## config.mk

```make
export PLATFORM = sky130hd
export DESIGN_NAME = iq_frame_controller
export DESIGN_NICKNAME = d
export VERILOG_FILES = /design/src/rtl/iq_frame_controller.sv
export SDC_FILE = /design/constraint.sdc
export NUM_CORES = 1
export LEC_CHECK = 0
export BUFFER_PORTS_ARGS = -buffer_cell sky130_fd_sc_hd__buf_2
export CELL_PAD_IN_SITES_DETAIL_PLACEMENT = 1
export CELL_PAD_IN_SITES_GLOBAL_PLACEMENT = 1
export CORE_ASPECT_RATIO = 0.8
export CORE_MARGIN = 2
export CORE_UTILIZATION = 59
export DETAILED_ROUTE_END_ITERATION = 10
export PLACE_DENSITY_LB_ADDON = 0.12
export SYNTH_ARGS = -nofsm -noshare
export SYNTH_HDL_FRONTEND = slang
export SYNTH_SLANG_ARGS = --single-unit
```

## constraint.sdc

```tcl
create_clock -name clk -period 11.83 [get_ports clk]
set_clock_uncertainty 0.15 [all_clocks]
set_input_delay 1.183 -clock clk [delete_from_list [all_inputs] [get_ports clk]]
set_output_delay 1.183 -clock clk [all_outputs]
set_load 0.02 [all_outputs]
```

## src/rtl/iq_frame_controller.sv

```systemverilog
// iq_frame_controller: buffers CHANNELS-wide I/Q vectors and serialises them as header/payload[/trailer] frames.
// Latency: vector written at edge N gives the header on out_valid after edge N+1; one word per cycle when unstalled.
// Backpressure: out_ready stalls hold the output word; input has none, so a full FIFO drops vectors (counted).
// Build option: define IQ_FRAME_CRC_EN to append an XOR trailer word to each frame.

// Vector FIFO: exposes head and the entry behind it so the framer can move to the next vector without a bubble.
module iq_vec_fifo #(
    parameter int W     = 64,
    parameter int DEPTH = 16,
    parameter int AW    = $clog2(DEPTH),
    parameter int CNT_W = $clog2(DEPTH) + 1
) (
    input  logic             clk,
    input  logic             rst,
    input  logic             i_push,
    input  logic [W-1:0]     i_dat,
    input  logic             i_pop,
    output logic [W-1:0]     o_head_dat,
    output logic [W-1:0]     o_next_dat,
    output logic [CNT_W-1:0] o_cnt
);
    logic [W-1:0]     r_mem [DEPTH];
    logic [AW-1:0]    r_wr_ptr;
    logic [AW-1:0]    r_rd_ptr;
    logic [CNT_W-1:0] r_cnt;
    logic [AW-1:0]    w_rd_ptr_inc;

    assign w_rd_ptr_inc = r_rd_ptr + AW'(1);
    assign o_head_dat   = r_mem[r_rd_ptr];
    assign o_next_dat   = r_mem[w_rd_ptr_inc];
    assign o_cnt        = r_cnt;

    // Storage write; contents need no reset because occupancy is tracked separately.
    always_ff @(posedge clk) begin
        if (i_push) begin
            r_mem[r_wr_ptr] <= i_dat;
        end
    end

    // Pointers and occupancy; the caller guarantees no push when full without a pop, and no pop when empty.
    always_ff @(posedge clk) begin
        if (rst) begin
            r_wr_ptr <= '0;
            r_rd_ptr <= '0;
            r_cnt    <= '0;
        end else begin
            if (i_push) begin
                r_wr_ptr <= r_wr_ptr + AW'(1);
            end
            if (i_pop) begin
                r_rd_ptr <= w_rd_ptr_inc;
            end
            case ({i_push, i_pop})
                2'b10:   r_cnt <= r_cnt + CNT_W'(1);
                2'b01:   r_cnt <= r_cnt - CNT_W'(1);
                default: r_cnt <= r_cnt;
            endcase
        end
    end
endmodule

module iq_frame_controller #(
    parameter int CHANNELS  = 2,
    parameter int SAMPLE_W  = 16,
    parameter int DEPTH     = 16,
    parameter int FRAME_LEN = 64
) (
    input  logic                         clk,
    input  logic                         rst,
    input  logic                         enable,
    input  logic                         in_valid,
    input  logic [CHANNELS*SAMPLE_W-1:0] in_i,
    input  logic [CHANNELS*SAMPLE_W-1:0] in_q,
    output logic [31:0]                  out_data,
    output logic                         out_valid,
    input  logic                         out_ready,
    output logic                         out_last,
    output logic [15:0]                  overflow_cnt,
    output logic [15:0]                  frame_seq
);
    localparam int VEC_W = 2 * CHANNELS * SAMPLE_W;
    localparam int CNT_W = $clog2(DEPTH) + 1;
    localparam int CH_W  = (CHANNELS > 1) ? $clog2(CHANNELS) : 1;
    localparam int FL_W  = (FRAME_LEN > 1) ? $clog2(FRAME_LEN) : 1;
    localparam logic [CH_W-1:0] LAST_CH  = CH_W'(CHANNELS - 1);
    localparam logic [FL_W-1:0] LAST_VEC = FL_W'(FRAME_LEN - 1);

`ifdef IQ_FRAME_CRC_EN
    typedef enum logic [1:0] {S_IDLE, S_HEADER, S_PAYLOAD, S_TRAILER} state_t;
`else
    typedef enum logic [1:0] {S_IDLE, S_HEADER, S_PAYLOAD} state_t;
`endif

    // The state names the kind of word currently held in the output register.
    state_t            r_state, w_nxt_state;
    logic [31:0]       r_out_data, w_nxt_data;
    logic              r_out_valid, w_nxt_valid;
    logic              r_out_last, w_nxt_last;
    logic [CH_W-1:0]   r_ch, w_nxt_ch;
    logic [FL_W-1:0]   r_vec, w_nxt_vec;
    logic [15:0]       r_frame_seq, w_nxt_seq;
    logic [15:0]       r_overflow_cnt;
`ifdef IQ_FRAME_CRC_EN
    logic [31:0]       r_crc, w_nxt_crc;
`endif

    logic              w_push_req;
    logic              w_push;
    logic              w_pop;
    logic              w_drop;
    logic              w_full;
    logic              w_empty;
    logic              w_accept;
    logic [CNT_W-1:0]  w_cnt;
    logic [VEC_W-1:0]  w_head_dat;
    logic [VEC_W-1:0]  w_next_dat;
    logic [CH_W-1:0]   w_ch_inc;
    logic [FL_W-1:0]   w_vec_inc;

    // Pick one channel out of a stored vector {Q lanes, I lanes} and sign-extend both halves to 16 bits.
    function automatic logic [31:0] f_word(input logic [VEC_W-1:0] v, input logic [CH_W-1:0] c);
        logic signed [SAMPLE_W-1:0] s_i;
        logic signed [SAMPLE_W-1:0] s_q;
        s_i = v[int'(c)*SAMPLE_W +: SAMPLE_W];
        s_q = v[(CHANNELS + int'(c))*SAMPLE_W +: SAMPLE_W];
        return {16'(s_q), 16'(s_i)};
    endfunction

    // A payload word ends the frame only when no trailer follows it.
    function automatic logic f_last(input logic [FL_W-1:0] vec, input logic [CH_W-1:0] c);
`ifdef IQ_FRAME_CRC_EN
        return 1'b0 & (vec == LAST_VEC) & (c == LAST_CH);
`else
        return (vec == LAST_VEC) && (c == LAST_CH);
`endif
    endfunction

    assign w_push_req = in_valid && enable;
    assign w_full     = (w_cnt == CNT_W'(DEPTH));
    assign w_empty    = (w_cnt == '0);
    assign w_accept   = r_out_valid && out_ready;
    // A vector leaves the FIFO once its last channel word has been taken by the sink.
    assign w_pop      = (r_state == S_PAYLOAD) && w_accept && (r_ch == LAST_CH);
    // A simultaneous pop frees the slot, so a full FIFO still accepts on that edge.
    assign w_push     = w_push_req && (!w_full || w_pop);
    assign w_drop     = w_push_req && w_full && !w_pop;
    assign w_ch_inc   = r_ch + CH_W'(1);
    assign w_vec_inc  = r_vec + FL_W'(1);

    iq_vec_fifo #(
        .W     (VEC_W),
        .DEPTH (DEPTH)
    ) u_fifo (
        .clk        (clk),
        .rst        (rst),
        .i_push     (w_push),
        .i_dat      ({in_q, in_i}),
        .i_pop      (w_pop),
        .o_head_dat (w_head_dat),
        .o_next_dat (w_next_dat),
        .o_cnt      (w_cnt)
    );

    // Next word selection: the output register only changes when empty or when its word is accepted.
    always_comb begin
        w_nxt_state = r_state;
        w_nxt_data  = r_out_data;
        w_nxt_valid = r_out_valid;
        w_nxt_last  = r_out_last;
        w_nxt_ch    = r_ch;
        w_nxt_vec   = r_vec;
        w_nxt_seq   = r_frame_seq;
`ifdef IQ_FRAME_CRC_EN
        w_nxt_crc   = r_crc;
`endif
        case (r_state)
            S_IDLE: begin
                if (!w_empty) begin
                    w_nxt_state = S_HEADER;
                    w_nxt_data  = {16'hA5A5, r_frame_seq};
                    w_nxt_valid = 1'b1;
                    w_nxt_last  = 1'b0;
                    w_nxt_ch    = '0;
                    w_nxt_vec   = '0;
`ifdef IQ_FRAME_CRC_EN
                    w_nxt_crc   = '0;
`endif
                end
            end
            S_HEADER: begin
                // The vector that triggered the header cannot have left the FIFO yet.
                if (w_accept) begin
                    w_nxt_state = S_PAYLOAD;
                    w_nxt_data  = f_word(w_head_dat, '0);
                    w_nxt_valid = 1'b1;
                    w_nxt_last  = f_last('0, '0);
                end
            end
            S_PAYLOAD: begin
                if (!r_out_valid) begin
                    // Underrun recovery: r_ch/r_vec already point at the awaited word.
                    if (!w_empty) begin
                        w_nxt_data  = f_word(w_head_dat, r_ch);
                        w_nxt_valid = 1'b1;
                        w_nxt_last  = f_last(r_vec, r_ch);
                    end
                end else if (w_accept) begin
`ifdef IQ_FRAME_CRC_EN
                    w_nxt_crc = r_crc ^ r_out_data;
`endif
                    if (r_ch == LAST_CH) begin
                        if (r_vec == LAST_VEC) begin
`ifdef IQ_FRAME_CRC_EN
                            w_nxt_state = S_TRAILER;
                            w_nxt_data  = r_crc ^ r_out_data;
                            w_nxt_valid = 1'b1;
                            w_nxt_last  = 1'b1;
`else
                            w_nxt_state = S_IDLE;
                            w_nxt_valid = 1'b0;
                            w_nxt_last  = 1'b0;
                            w_nxt_seq   = r_frame_seq + 16'd1;
`endif
                        end else begin
                            w_nxt_vec = w_vec_inc;
                            w_nxt_ch  = '0;
                            // The head is being popped now, so the next vector sits one entry behind it.
                            if (w_cnt > CNT_W'(1)) begin
                                w_nxt_data  = f_word(w_next_dat, '0);
                                w_nxt_valid = 1'b1;
                                w_nxt_last  = f_last(w_vec_inc, '0);
                            end else begin
                                w_nxt_valid = 1'b0;
                                w_nxt_last  = 1'b0;
                            end
                        end
                    end else begin
                        w_nxt_ch   = w_ch_inc;
                        w_nxt_data = f_word(w_head_dat, w_ch_inc);
                        w_nxt_last = f_last(r_vec, w_ch_inc);
                    end
                end
            end
`ifdef IQ_FRAME_CRC_EN
            S_TRAILER: begin
                if (w_accept) begin
                    w_nxt_state = S_IDLE;
                    w_nxt_valid = 1'b0;
                    w_nxt_last  = 1'b0;
                    w_nxt_seq   = r_frame_seq + 16'd1;
                end
            end
`endif
            default: begin
                w_nxt_state = S_IDLE;
                w_nxt_valid = 1'b0;
                w_nxt_last  = 1'b0;
            end
        endcase
    end

    // Framer state and registered outputs; reset abandons any frame in progress.
    always_ff @(posedge clk) begin
        if (rst) begin
            r_state     <= S_IDLE;
            r_out_data  <= '0;
            r_out_valid <= 1'b0;
            r_out_last  <= 1'b0;
            r_ch        <= '0;
            r_vec       <= '0;
            r_frame_seq <= '0;
`ifdef IQ_FRAME_CRC_EN
            r_crc       <= '0;
`endif
        end else begin
            r_state     <= w_nxt_state;
            r_out_data  <= w_nxt_data;
            r_out_valid <= w_nxt_valid;
            r_out_last  <= w_nxt_last;
            r_ch        <= w_nxt_ch;
            r_vec       <= w_nxt_vec;
            r_frame_seq <= w_nxt_seq;
`ifdef IQ_FRAME_CRC_EN
            r_crc       <= w_nxt_crc;
`endif
        end
    end

    // Dropped-vector counter, saturating so a long overload never reads as a small number.
    always_ff @(posedge clk) begin
        if (rst) begin
            r_overflow_cnt <= '0;
        end else if (w_drop && (r_overflow_cnt != 16'hFFFF)) begin
            r_overflow_cnt <= r_overflow_cnt + 16'd1;
        end
    end

    assign out_data     = r_out_data;
    assign out_valid    = r_out_valid;
    assign out_last     = r_out_last;
    assign overflow_cnt = r_overflow_cnt;
    assign frame_seq    = r_frame_seq;
endmodule
```

## Word-level counts from Yosys, hierarchy flattened

Memory sizes are Yosys's and may differ from the RTL's. A register that Yosys moved wholly into a read port is not among the register bits.
Cells that the tools add are included.

| storage, ports and cells | value |
|---|---|
| input port bits | 69 |
| output and inout bits | 66 |
| bits in registers | 88 |
| word-level logic and storage cells | 118 |
| memories | 1 |
| RAM bits | 1024 |

| cells by class | value |
|---|---|
| reduce and logical (&&, ||, !) cells | 25 |
| add/sub/neg operators | 10 |
| muxes and demuxes | 48 |
| eq/ne operators | 18 |
| magnitude comparators | 1 |
| shifts and indexed selects | 4 |

Memories:

| memory | words | width | rd ports | clocked after Yosys merged registers in | write ports | line | source |
|---|---|---|---|---|---|---|---|
| u_fifo.r_mem | 16 | 64 | 2 | 1 | 1 | 22 | `logic [W-1:0] r_mem [DEPTH];` |

Operators by type and width:

| operator | number |
|---|---|
| 32-bit two-way mux | 8 |
| 64-bit by 6-bit variable part select with 16-bit output | 2 |
| 64-bit by 8-bit variable part select with 16-bit output | 2 |
| 32-bit one-hot mux with 3 select lines | 1 |
| 16-bit by 1-bit adder with 16-bit output (second input constant) | 2 |
| 6-bit two-way mux | 5 |
| 1-bit two-way mux | 20 |
| 16-bit inequality test (second input constant) | 1 |
| 2-bit two-way mux | 6 |
| 2-bit inequality test (second input constant) | 6 |
| 6-bit one-hot mux with 2 select lines | 1 |
| 6-bit AND reduction | 2 |
| 1-bit logical AND | 10 |
| 5-bit one-hot mux with 2 select lines | 1 |
| 4-bit by 1-bit adder with 4-bit output (second input constant) | 2 |
| 4-bit two-way mux | 2 |
| 4-bit AND reduction | 2 |
| 7-bit AND reduction | 1 |
| 2-bit by 1-bit adder with 3-bit output (first input constant) | 2 |
| 6-bit by 1-bit adder with 6-bit output (second input constant) | 1 |
| 6-bit equality test (second input constant) | 1 |
| 3-bit inequality test (second input constant) | 2 |
| 1-bit one-hot mux with 3 select lines | 2 |
| 2-bit one-hot mux with 3 select lines | 1 |
| 19 further kinds | 23 |

## Logic depth before layout (Yosys ltp)

An unclocked memory read counts as a cell.

| logic depth | value |
|---|---|
| depth in word-level cells | 8 |
| depth in mapped cells | 12 |
| depth with buffers taken out | 11 |

## Cells and area by module

Synthesis repeated with hierarchy kept, for this count alone.

| unflattened totals | value |
|---|---|
| cell total of the unflattened synthesis | 2467 |
| area, all modules | 51326.7 um^2 |

Modules (own cells, without submodules):

| module | times used | seq. area each (um^2) | area an instance (um^2) | cells each |
|---|---|---|---|---|
| iq_vec_fifo | 1 | 31089.8 | 46807.4 | 1915 |
| iq_frame_controller | 1 | 1501.4 | 4519.3 | 552 |

## Least setup slack after synthesis

OpenSTA, ideal clock, no wires.

| timing path | value |
|---|---|
| path type | in2reg |
| from | in out_ready |
| to | mem u_fifo.r_mem[3][0] (enable) |
| stages on the path | 4 |
| required time | 11115 ps |
| data arrival time | 6476 ps |
| slack | 4639 ps |
| setup time | 565 ps |
| buffers on the path | 0 |
| path through | nand4_1 -> a21oi_1 -> nand2_1 -> nor3_1 |

| on the way | value |
|---|---|
| longest elaborated chain between the ends | 7 |

Ends and longest elaborated chain:

| what | line | source |
|---|---|---|
| start: declaration | 76 | `input logic out_ready,` |
| 1-bit logical AND | 141 | `assign w_accept = r_out_valid && out_ready;` |
| 1-bit logical AND (2 in a row) | 143 | `assign w_pop = (r_state == S_PAYLOAD) && w_accept && (r_ch == LAST_CH);` |
| 1-bit logical OR | 145 | `assign w_push = w_push_req && (!w_full \|\| w_pop);` |
| 1-bit logical AND | 145 |  |
| 1-bit two-way mux | 35 | `if (i_push) begin` |
| 1-bit two-way mux (implied by the code) | 36 | `r_mem[r_wr_ptr] <= i_dat;` |
| end: declaration | 22 |  |

No other way between the ends.

## Worst setup path in the final report

| timing path | value |
|---|---|
| from | reg r_state[0] |
| to | mem u_fifo.r_mem[4][35] (enable) |

| on the way | value |
|---|---|
| longest elaborated chain between the ends | 7 |

Ends and longest elaborated chain:

| what | line | source |
|---|---|---|
| start: declaration | 95 | `state_t r_state, w_nxt_state;` |
| start signal: assignment | 276 | `r_state <= w_nxt_state;` |
| 2-bit equality test | 143 |  |
| 1-bit logical AND (2 in a row) | 143 |  |
| 1-bit logical OR | 145 |  |
| 1-bit logical AND | 145 |  |
| 1-bit two-way mux | 35 |  |
| 1-bit two-way mux (implied by the code) | 36 |  |

No other way between the ends.

==> metrics <==
register area share after synthesis=69.0%; Avg WL per Cell=36.0 um; Highest Clock Rate=202 MHz; Worst Path Required=11990 ps; initial antenna violation count=21; Clk pwr share=40.6%; Most Frequent Cell on Critical Path=buf_4; total count of hold-check failures in the final report=0; critical path class=flip-flop to flip-flop; HP Start=out_last; PortBufs=134; Die ar.=82300 um^2; Worst R2R Path Depth=8; Pint=0.00659 W; fraction of registers with async set/reset=0%; largest family of logic cells by synthesized area=multiplexers; setup slack after layout=6890 ps; CP Cell Sequence=inv_1 -> ha_1 -> nand4_1 -> buf_4 -> a21oi_1 -> nand2_1 -> nor2_4 -> buf_4; placed cell count=3405; 1st-pass router iterations=5; Worst VDD drop=138 uV; share of layout cells above drive strength 1=32.0%; Clk Latency, worst-skew pair=680 ps; post-synthesis mux area share=22.5%; Slowest Stage Delay on Critical Path=1040 ps; final antenna-violating net count=0; Max Cap Viol=0; FF-to-FF Start=r_state[0]; maximum net fanout on the critical path=41; status=completed; Layout Cells excl Fill=3611; Vias/cell=7.13; CTS H-Tree Depth=3; Gate power share=8.6%; sw power=0.00210 W; vias in the first global route=26932; RSZ-0062 raised after global routing=no; arrival time at the worst endpoint=5100 ps; final instance area=52800 um^2; Worst Hold Class=flip-flop to flip-flop; Worst Hold Path Cells=2; gr usage total=32.2%; Slew @ Worst Pin=1280 ps; fin. max-slew vios=0; largest area contributor in the netlist=edfxtp_1; final worst path period share=41.8%; Std-Cell Rows=92; post-route minimum period=4940 ps; drt initial violations=3318; sequential power share=50.8%; Yosys cell types=60; Startpoint Class=flip-flop; pwr dens=165 nW/um^2; Critical-path top delay cell=nor2_4; Bufs on Longest Clock Path=3; Post-CTS Setup Inserts=0; placed instance area=49100 um^2; CP Capture Type=flip-flop; setup TNS=0 ps; flop and latch count out of synthesis=1116; Compound-Gate Fraction of Synth Area=2.46%; Syn Area/Cell=20.3 um^2; P&R area growth vs syn=11.7%; global-route wire length before repair=189 mm; slew margin rel.=14.5%; total global routing overflow=0; Switching Share=24.1%; # clock sinks=1116; largest net degree at the start of global routing=103; CTS Buf Count=107; WL final=130 mm; Die Span Y=257 um; Starting Density=59.8%; dpl hpwl=74.3 mm; Synth Flop Type=edfxtp_1; Hold Crit Endpoint=out_last; synth warn=0; dpl ws=6730 ps; die width=320 um; CTS tree=done; Clk pin slew, worst setup/hold paths=60 ps; syn nets=2413; Root Buffer=clkbuf_16; EDFF count, synth=1024; Post-Synth XOR/XNOR Area=0.795%; Yosys top cell area share=65.1%; Cells after Synth=2326; R2R setup slack=6890 ps; adder-cell area share of the yosys netlist=0.477%; R2R Path End=u_fifo.r_mem[4][35]; synth top area cells=edfxtp_1 (65%), mux4_2 (21%), dfxtp_1 (3.9%), mux2i_1 (1.7%), nor2_1 (0.86%); gpl congestion=0.840; synthesized cell area=47200 um^2; Post-route DRC=0; Setup Viol. Count Final=0; Overall Power=0.00869 W; Via Count=25730; simple-gate share of the synthesized area=2.99%; area of the core=79000 um^2; PostCTS Resize Cnt=0; Hold Buf Count CTS=0; P_leak=16.1 nW; nets@finish=2567; IO Pins=135
==> critical path: cells and delay by family, from the launching register on <==
family	cells	cell delay (ps)
buffers and inverters	3	1130
DFF	1	360
AOI/OAI and AO/OA	1	620
and+or+nand+nor	3	1610
adders and majority gates	1	610
==> flip-flops by register name (all words and copies together) (netlist names), named ones only <==
signal,flops
u_fifo.o_cnt,5
out_valid,1
u_fifo.r_wr_ptr,4
out_last,1
u_fifo.r_rd_ptr,4
r_vec,6
r_state,2
overflow_cnt,16
r_ch,1
u_fifo.r_mem,1024
frame_seq,16
out_data,32
==> final cells by class <==
class	instances	area, um^2
multi-input combinational	1035	14000
fill	6345	26200
antenna	5	12.5
clock buffer	128	2800
timing repair buffer	198	1180
clock inverter	73	830
sequential	1116	32600
inverter	22	82.6
tap	1034	1290
==> per-layer routing <==
layer	GRT usage, %	wire [um]	part of all wire, %
met4	10.2	3830	2.9
met1	46.2	50500	39
met2	48.1	60100	46
met5	0	106	0.082
met3	9.91	15300	12
==> power groups by stage <==
| stage | clock network, W | logic (W) | registers, W |
|---|---|---|---|
| after CTS | 0.00356 | 0.000730 | 0.00441 |
| final | 0.00353 | 0.000748 | 0.00442 |
| after detailed placement | 0 | 0.000726 | 0.00450 |
| after global placement | 0 | 0.000697 | 0.00449 |
| after global routing | 0.00369 | 0.000793 | 0.00442 |
| after floorplan | 0 | 0.000328 | 0.00451 |
==> worst max path at each step <==
stage               startpoint             endpoint  slack (ps)
floorplan            out_ready   u_fifo.r_mem[3][0]        4640
global placement     out_ready   u_fifo.r_mem[4][2]        6810
detailed placement   out_ready  u_fifo.r_mem[4][33]        6730
CTS                 r_state[0]  u_fifo.r_mem[4][35]        6900
global route        r_state[0]  u_fifo.r_mem[3][48]        6590
finish              r_state[0]  u_fifo.r_mem[4][35]        6890
==> metrics by stage <==
stage | util (%) | hold slack [ps]
after floorplan | - | 309
after CTS | 66.8 | 310
after global placement | 62.2 | 289
final | 66.8 | 308
after detailed placement | 62.2 | 301
after global routing | 66.8 | 329
==> cell usage in the layout (no fill, tap or decap), types with 17 or more instances in the layout <==
| cell | instances |
|---|---|
| dfxtp_1 | 87 |
| mux4_2 | 434 |
| o22ai_1 | 19 |
| clkbuf_16 | 107 |
| clkinv_1 | 25 |
| nor2_1 | 96 |
| buf_4 | 63 |
| or3_1 | 25 |
| a211oi_1 | 19 |
| buf_2 | 133 |
| clkbuf_1 | 17 |
| inv_1 | 22 |
| nand2_1 | 59 |
| mux2i_1 | 80 |
| a21oi_1 | 34 |
| ha_1 | 17 |
| edfxtp_1 | 1024 |
| xor2_1 | 26 |
==> synth_stat cells, types with 9 or more instances <==
| master | n |
|---|---|
| clkbuf_1 | 62 |
| dfxtp_1 | 92 |
| nand3_1 | 16 |
| ha_1 | 18 |
| buf_1 | 10 |
| edfxtp_1 | 1024 |
| inv_1 | 22 |
| a2111oi_0 | 16 |
| nor3_1 | 16 |
| o22ai_1 | 19 |
| xor2_1 | 27 |
| buf_4 | 17 |
| a21oi_1 | 34 |
| nor2_1 | 108 |
| or3_1 | 25 |
| a22oi_1 | 10 |
| nor2b_1 | 16 |
| a211oi_1 | 19 |
| mux4_2 | 434 |
| nand2_1 | 59 |
| a311oi_1 | 9 |
| buf_2 | 56 |
| nand4_1 | 15 |
| o21ai_0 | 15 |
| xnor2_1 | 14 |
| mux2i_1 | 80 |
==> cell families after synthesis <==
group | after synthesis
DFF | 1116
muxes | 517
buffers and inverters | 175
and+or+nand+nor | 292
adders and majority gates | 18
xor gates and xnor gates | 42
AOI/OAI and AO/OA | 166
No activity file was read; power rests on OpenSTA's default activity.
